$ cat src/rtl/scan_timer_scheduler.sv
// -----------------------------------------------------------------------------
// scan_timer_scheduler
//
// One shared CNT_W-bit decrementer time-multiplexed across NUM_CH scan-cycle
// timers. Each scan_cycle_clk edge services exactly one channel (round-robin
// pointer). Channels are configured over a cfg valid/ready handshake and
// started/stopped over an always-accepted cmd port.
//
// Ports:
//   scan_cycle_clk  one rising edge per scan cycle
//   rst_n           synchronous, active-low reset
//   cfg_valid/ready config write handshake (ready low while target is RUN)
//   cfg_ch          channel to configure
//   cfg_preset      reload value
//   cfg_mode        0 = one-shot, 1 = periodic auto-reload
//   cmd_valid       command strobe
//   cmd_ch          command target channel
//   cmd_op          00 nop, 01 start, 10 stop, 11 restart
//   ch_enabled      per-channel RUN flag
//   ch_done         per-channel sticky expiry flag
//   ch_expire       per-channel one-tick expiry pulse
//   svc_ch          channel serviced on the next edge
//   svc_count       current count of channel svc_ch
// -----------------------------------------------------------------------------
module scan_timer_scheduler #(
  parameter int NUM_CH = 4,
  parameter int CNT_W  = 10,
  parameter int CH_W   = $clog2(NUM_CH)
) (
  input  logic              scan_cycle_clk,
  input  logic              rst_n,
  input  logic              cfg_valid,
  output logic              cfg_ready,
  input  logic [CH_W-1:0]   cfg_ch,
  input  logic [CNT_W-1:0]  cfg_preset,
  input  logic              cfg_mode,
  input  logic              cmd_valid,
  input  logic [CH_W-1:0]   cmd_ch,
  input  logic [1:0]        cmd_op,
  output logic [NUM_CH-1:0] ch_enabled,
  output logic [NUM_CH-1:0] ch_done,
  output logic [NUM_CH-1:0] ch_expire,
  output logic [CH_W-1:0]   svc_ch,
  output logic [CNT_W-1:0]  svc_count
);

  typedef enum logic [1:0] {
    ST_IDLE = 2'd0,
    ST_RUN  = 2'd1,
    ST_DONE = 2'd2
  } ch_state_e;

  localparam logic [1:0] OP_NOP     = 2'b00;
  localparam logic [1:0] OP_START   = 2'b01;
  localparam logic [1:0] OP_STOP    = 2'b10;
  localparam logic [1:0] OP_RESTART = 2'b11;

  ch_state_e        state_q  [NUM_CH];
  ch_state_e        state_d  [NUM_CH];
  logic [CNT_W-1:0] preset_q [NUM_CH];
  logic [CNT_W-1:0] preset_d [NUM_CH];
  logic [CNT_W-1:0] count_q  [NUM_CH];
  logic [CNT_W-1:0] count_d  [NUM_CH];
  logic [NUM_CH-1:0] mode_q,   mode_d;
  logic [NUM_CH-1:0] sticky_q, sticky_d;   // periodic-mode done flag
  logic [NUM_CH-1:0] expire_q, expire_d;
  logic [CH_W-1:0]   ptr_q,    ptr_d;

  logic             cfg_we;
  logic [CNT_W-1:0] load_val;

  // The only combinational input-to-output path in the block.
  assign cfg_ready = (state_q[cfg_ch] != ST_RUN);
  assign cfg_we    = cfg_valid && cfg_ready;

  // NOTE: every always_comb output gets a default before any branch; a path
  // that leaves one unassigned would infer a latch.
  always_comb begin
    ptr_d    = ptr_q + CH_W'(1);
    mode_d   = mode_q;
    sticky_d = sticky_q;
    expire_d = '0;
    load_val = '0;
    for (int i = 0; i < NUM_CH; i++) begin
      state_d[i]  = state_q[i];
      preset_d[i] = preset_q[i];
      count_d[i]  = count_q[i];

      if (cfg_we && (cfg_ch == CH_W'(i))) begin
        preset_d[i] = cfg_preset;
        mode_d[i]   = cfg_mode;
      end

      // A same-edge config write is bypassed into the start/restart load.
      load_val = (cfg_we && (cfg_ch == CH_W'(i))) ? cfg_preset : preset_q[i];

      if (cmd_valid && (cmd_ch == CH_W'(i)) && (cmd_op != OP_NOP)) begin
        // Any real command owns the channel this edge; service is skipped.
        unique case (cmd_op)
          OP_START: begin
            if (state_q[i] != ST_RUN) begin
              state_d[i]  = ST_RUN;
              count_d[i]  = load_val;
              sticky_d[i] = 1'b0;
            end
          end
          OP_STOP: begin
            state_d[i]  = ST_IDLE;
            count_d[i]  = '0;
            sticky_d[i] = 1'b0;
          end
          OP_RESTART: begin
            state_d[i]  = ST_RUN;
            count_d[i]  = load_val;
            sticky_d[i] = 1'b0;
          end
          default: ;
        endcase
      end else if ((ptr_q == CH_W'(i)) && (state_q[i] == ST_RUN)) begin
        if (count_q[i] != '0) begin
          count_d[i] = count_q[i] - CNT_W'(1);
        end else begin
          expire_d[i] = 1'b1;
          if (mode_q[i]) begin
            count_d[i]  = preset_q[i];
            sticky_d[i] = 1'b1;
          end else begin
            state_d[i] = ST_DONE;
          end
        end
      end
    end
  end

  // NOTE: sequential state uses non-blocking assignments only, so every flop
  // samples the pre-edge value of every other flop.
  always_ff @(posedge scan_cycle_clk) begin
    if (!rst_n) begin
      // NOTE: the per-channel arrays are real state that must read as zero
      // after reset, so they are reset element by element like any flop.
      for (int i = 0; i < NUM_CH; i++) begin
        state_q[i]  <= ST_IDLE;
        preset_q[i] <= '0;
        count_q[i]  <= '0;
      end
      mode_q   <= '0;
      sticky_q <= '0;
      expire_q <= '0;
      ptr_q    <= '0;
    end else begin
      for (int i = 0; i < NUM_CH; i++) begin
        state_q[i]  <= state_d[i];
        preset_q[i] <= preset_d[i];
        count_q[i]  <= count_d[i];
      end
      mode_q   <= mode_d;
      sticky_q <= sticky_d;
      expire_q <= expire_d;
      ptr_q    <= ptr_d;
    end
  end

  always_comb begin
    for (int i = 0; i < NUM_CH; i++) begin
      ch_enabled[i] = (state_q[i] == ST_RUN);
      ch_done[i]    = (state_q[i] == ST_DONE) || sticky_q[i];
    end
  end

  assign ch_expire = expire_q;
  assign svc_ch    = ptr_q;
  assign svc_count = count_q[ptr_q];

endmodule

$ cat config.mk
export PLATFORM = sky130hd
export DESIGN_NAME = scan_timer_scheduler
export DESIGN_NICKNAME = d
export VERILOG_FILES = /design/src/rtl/scan_timer_scheduler.sv
export SDC_FILE = /design/constraint.sdc
export NUM_CORES = 1
export LEC_CHECK = 0
export ABC_CLOCK_PERIOD_IN_PS = 2300
export CELL_PAD_IN_SITES_DETAIL_PLACEMENT = 1
export CELL_PAD_IN_SITES_GLOBAL_PLACEMENT = 1
export CORE_MARGIN = 1
export CORE_UTILIZATION = 40
export DETAILED_ROUTE_END_ITERATION = 10
export PLACE_DENSITY_LB_ADDON = 0.1
export SETUP_SLACK_MARGIN = 0.3
export SLEW_MARGIN = 10
export SYNTH_ARGS = -nofsm -noshare
export SYNTH_HDL_FRONTEND = slang
export SYNTH_SLANG_ARGS = --single-unit
$ cat constraint.sdc
create_clock -name scan_cycle_clk -period 2.3 [get_ports scan_cycle_clk]
set_input_delay 0.575 -clock scan_cycle_clk [delete_from_list [all_inputs] [get_ports scan_cycle_clk]]
set_output_delay 0.575 -clock scan_cycle_clk [all_outputs]
set_load 0.02 [all_outputs]
==> flow_summary.toml <==
[yosys]
synth_largest_type_area_fraction_pct = 36.0
postSynth.topFlopCell = "sky130_fd_sc_hd__dfxtp_1"
edff_count_synth = 0
synthesis.area_sq_mm = 0.00568
postSynthRegisterBits = 102
yosysSeqAreaShare_pct = 36.0
most_frequent_cells_after_synthesis = "102 x sky130_fd_sc_hd__dfxtp_1, 90 x sky130_fd_sc_hd__nor2_1, 44 x sky130_fd_sc_hd__o21ai_0, 43 x sky130_fd_sc_hd__mux2i_1, 34 x sky130_fd_sc_hd__clkbuf_1"
synth.most_common_cell = "sky130_fd_sc_hd__dfxtp_1"
syn-mean-instance-area_sq_um = 8.65
netlist.top_cell.by_area = "sky130_fd_sc_hd__dfxtp_1"
postSynthCellCount = 656
ys_top_cells_by_area = "sky130_fd_sc_hd__dfxtp_1 36%, sky130_fd_sc_hd__mux2i_1 7.6%, sky130_fd_sc_hd__nor2_1 6.0%"
synthArstFlopShare_pct = 0
synth-warning-count = 0
number_of_distinct_standard_cells_referenced_by_the_synthesized_netlist = 70
mappedNetlistNets = 685

[drt]
vias = 6771
wirelength_microns = 29000
detailed_route_iter0_violations = 581
drc_errors = 2
postRouteAntennaNets = 0
ratio_of_routed_vias_to_standard_cells = 6.50
detailedRoute.firstPassIterationCount = 8
wl_per_cell_microns = 27.9

[placement]
place_ws_ns = -0.536
globalplace.congestion = 0.917
dp_hpwl_microns = 16700
buffer_ports.inserted = 45

[timing]
timing_worst_slew_pin_value_ns = 0.658
holdWs_ns = 0.467
rsz_0062_raised_after_global_routing = "yes"
max_freq_ghz = 0.413
relSlewSlack_pct = 56.0
final.period_utilization_pct = 105
period_needed_ns = 2.42
finalClockSkew_ns = 0.00525
setup-violations-final = 8
setup_slack_ns = -0.123
timing.final.hold_violations = 0
timing.final.max_slew_violations = 0

[final_layout]
area_growth_syn_to_layout_pct = 58.1
num_antenna_cells = 0
fraction_of_final_layout_cells_with_drive_strength_greater_than_1_pct = 43.7
layout.nets = 885
filler_cell_count = 1525

[critical_path]
start_kind = "flop"
crit_arrival_ns = 2.71
critPathKind = "reg -> reg"
cp_max_fo = 8
critPathRequiredTime_ns = 2.58
critPathCaptureType = "flop"

[die]
die_area_sq_mm = 0.0147
fp.dieW_microns = 121
die_h_microns = 121
start_util_pct = 40.9
fp-row-count = 43
ioPinCount = 46
placeableCoreArea_sq_mm = 0.0139

[clocking]
cts_buffers = 9
ctsHoldBuffers = 0
cts.sink_count = 102
tritoncts_clock_tree = "done"
htree_num_levels = 3
cts.clk_slew.worst_paths_ns = 0.07
cts_root_buf = "sky130_fd_sc_hd__clkbuf_16"
clock_insertion_delay_worst_skew_ns = 0.37
clock_path_buffers = 2

[grt]
grt_antenna_before_repair = 0
grt_overflow_total = 0
grt_pass1_wl_microns = 38700
via_count_of_the_first_global_routing_pass = 6723
grt_use_total_pct = 35.7
pin_count_of_the_biggest_net_entering_global_routing = 30

[run_status]
failed_checks = "DRC, setup timing"
outcome = "finished, violations left"

[run]
drv.max_cap_violation_count = 0

[power_and_ir_drop]
powerDensity_mw_per_mm2 = 643
vdd_drop_max_v = 0.000462
cellLeakagePower_nw = 3.68

[worst_hold_path]
hold_path.class = "reg -> reg"
[worst max-delay path, cell delays in order (launching register included)]
cell and delay, ns:
sky130_fd_sc_hd__dfxtp_2 0.33, sky130_fd_sc_hd__inv_2 0.06, sky130_fd_sc_hd__ha_4 0.15, sky130_fd_sc_hd__or4b_4 0.47, sky130_fd_sc_hd__or3_4 0.36, sky130_fd_sc_hd__buf_4 0.16, sky130_fd_sc_hd__buf_12 0.13, sky130_fd_sc_hd__buf_12 0.13
sky130_fd_sc_hd__mux2i_1 0.12, sky130_fd_sc_hd__o22a_1 0.21, sky130_fd_sc_hd__a21oi_1 0.21
[layout make-up]
| cell class | instances | area [sq um] | share of cell area (%) |
|---|---|---|---|
| Tap cell | 180 | 225 | 2.51 |
| Timing Repair Buffer | 235 | 2210 | 24.6 |
| Clock inverter | 6 | 85.1 | 0.948 |
| Clock buffer | 10 | 239 | 2.66 |
| Inverter | 19 | 71.3 | 0.795 |
| Sequential cell | 102 | 2080 | 23.2 |
| Multi-Input combinational cell | 489 | 4060 | 45.2 |
[sequential cells by signal (all words and copies together), names as in the netlist]
register and cells:
ch_expire 4, svc_ch 2, mode_q 4, preset_q 40, sticky_q 4, state_q 8
count_q 40
[report_power, final]
group          switching [mW]  internal, mW
sequential             0.0950          1.84
combinational            1.09          1.01
clock                   0.753         0.981
[metal layers]
metal	wire, microns	share of wire, %	GRT usage, %	vias to the layer above
met2	14400	50	58.7	364
met4	1600	5.5	21.1	0
met1	11100	38	42.9	3440
li1	-	-	-	2857
met3	1930	6.7	7.28	110
met5	0	0	0	-
[timing repair]
item,in CTS,in global routing
resized for setup,166,108
endpoints found under the setup margin,84,61
pin swaps,29,36
gates cloned,2,1
setup buffers,32,19
[cell families (layout without fill, tap and decap cells)]
family / count (synthesis) / after routing / share of synthesized area [%]
AOI/OAI and AO/OA: 192 / 192 / 23.9
and+or+nand+nor: 217 / 217 / 18.8
muxes: 55 / 55 / 12.1
adders and majority gates: 8 / 8 / 1.76
xor gates and xnor gates: 17 / 17 / 2.62
DFF: 102 / 102 / 36.0
buffers and inverters: 65 / 270 / 4.78
[stage by stage]
step,power (mW),cell area (sq um),util (%),setup TNS [ns],std cells
6_report,5.77,8970,64.6,-0.311,1041
5_1_grt,5.94,8970,64.6,-0.789,1041
4_1_cts,5.44,8380,60.4,0,1021
3_5_place_dp,3.41,7420,53.5,-15.89,971
3_3_place_gp,3.35,7420,53.5,-13.09,971
2_1_floorplan,2.84,5860,-,-0.122,656
[path summary, 6_finish.rpt]
path	to	slack, ns	startpoint	cells after the start
setup / recovery	count_q[2][3]$_SDFFE_PN0P_	-0.12	count_q[2][1]$_SDFFE_PN0P_	10
hold / removal	preset_q[3][2]$_SDFF_PN0_	0.47	preset_q[3][2]$_SDFF_PN0_	2
setup reg to reg	count_q[2][3]$_SDFFE_PN0P_	-0.12	count_q[2][1]$_SDFFE_PN0P_	10
hold reg to reg	preset_q[3][2]$_SDFF_PN0_	0.47	preset_q[3][2]$_SDFF_PN0_	2
[cells in the final DEF, fill, tap and decap left out, types with 7 or more instances in the layout]
cell type | netlist | layout
sky130_fd_sc_hd__clkbuf_16 | 0 | 10
sky130_fd_sc_hd__nand3_1 | 11 | 10
sky130_fd_sc_hd__a21oi_2 | 0 | 7
sky130_fd_sc_hd__clkdlybuf4s50_1 | 0 | 16
sky130_fd_sc_hd__buf_12 | 0 | 15
sky130_fd_sc_hd__dfxtp_1 | 102 | 81
sky130_fd_sc_hd__dfxtp_2 | 0 | 16
sky130_fd_sc_hd__xnor2_1 | 11 | 11
sky130_fd_sc_hd__o21ai_0 | 44 | 26
sky130_fd_sc_hd__nand2_1 | 31 | 28
sky130_fd_sc_hd__a21oi_1 | 32 | 25
sky130_fd_sc_hd__inv_1 | 18 | 11
sky130_fd_sc_hd__a211oi_1 | 14 | 13
sky130_fd_sc_hd__buf_4 | 0 | 149
sky130_fd_sc_hd__mux4_2 | 11 | 11
sky130_fd_sc_hd__nor3_1 | 21 | 13
sky130_fd_sc_hd__dlygate4sd2_1 | 0 | 11
sky130_fd_sc_hd__o21ai_2 | 0 | 14
sky130_fd_sc_hd__buf_6 | 3 | 33
sky130_fd_sc_hd__inv_2 | 1 | 8
sky130_fd_sc_hd__nor2_1 | 90 | 83
sky130_fd_sc_hd__mux2i_1 | 43 | 36
sky130_fd_sc_hd__o221a_2 | 13 | 10
sky130_fd_sc_hd__a31oi_1 | 11 | 11
sky130_fd_sc_hd__mux2i_4 | 0 | 7
Power figures use the tool's default switching activity.
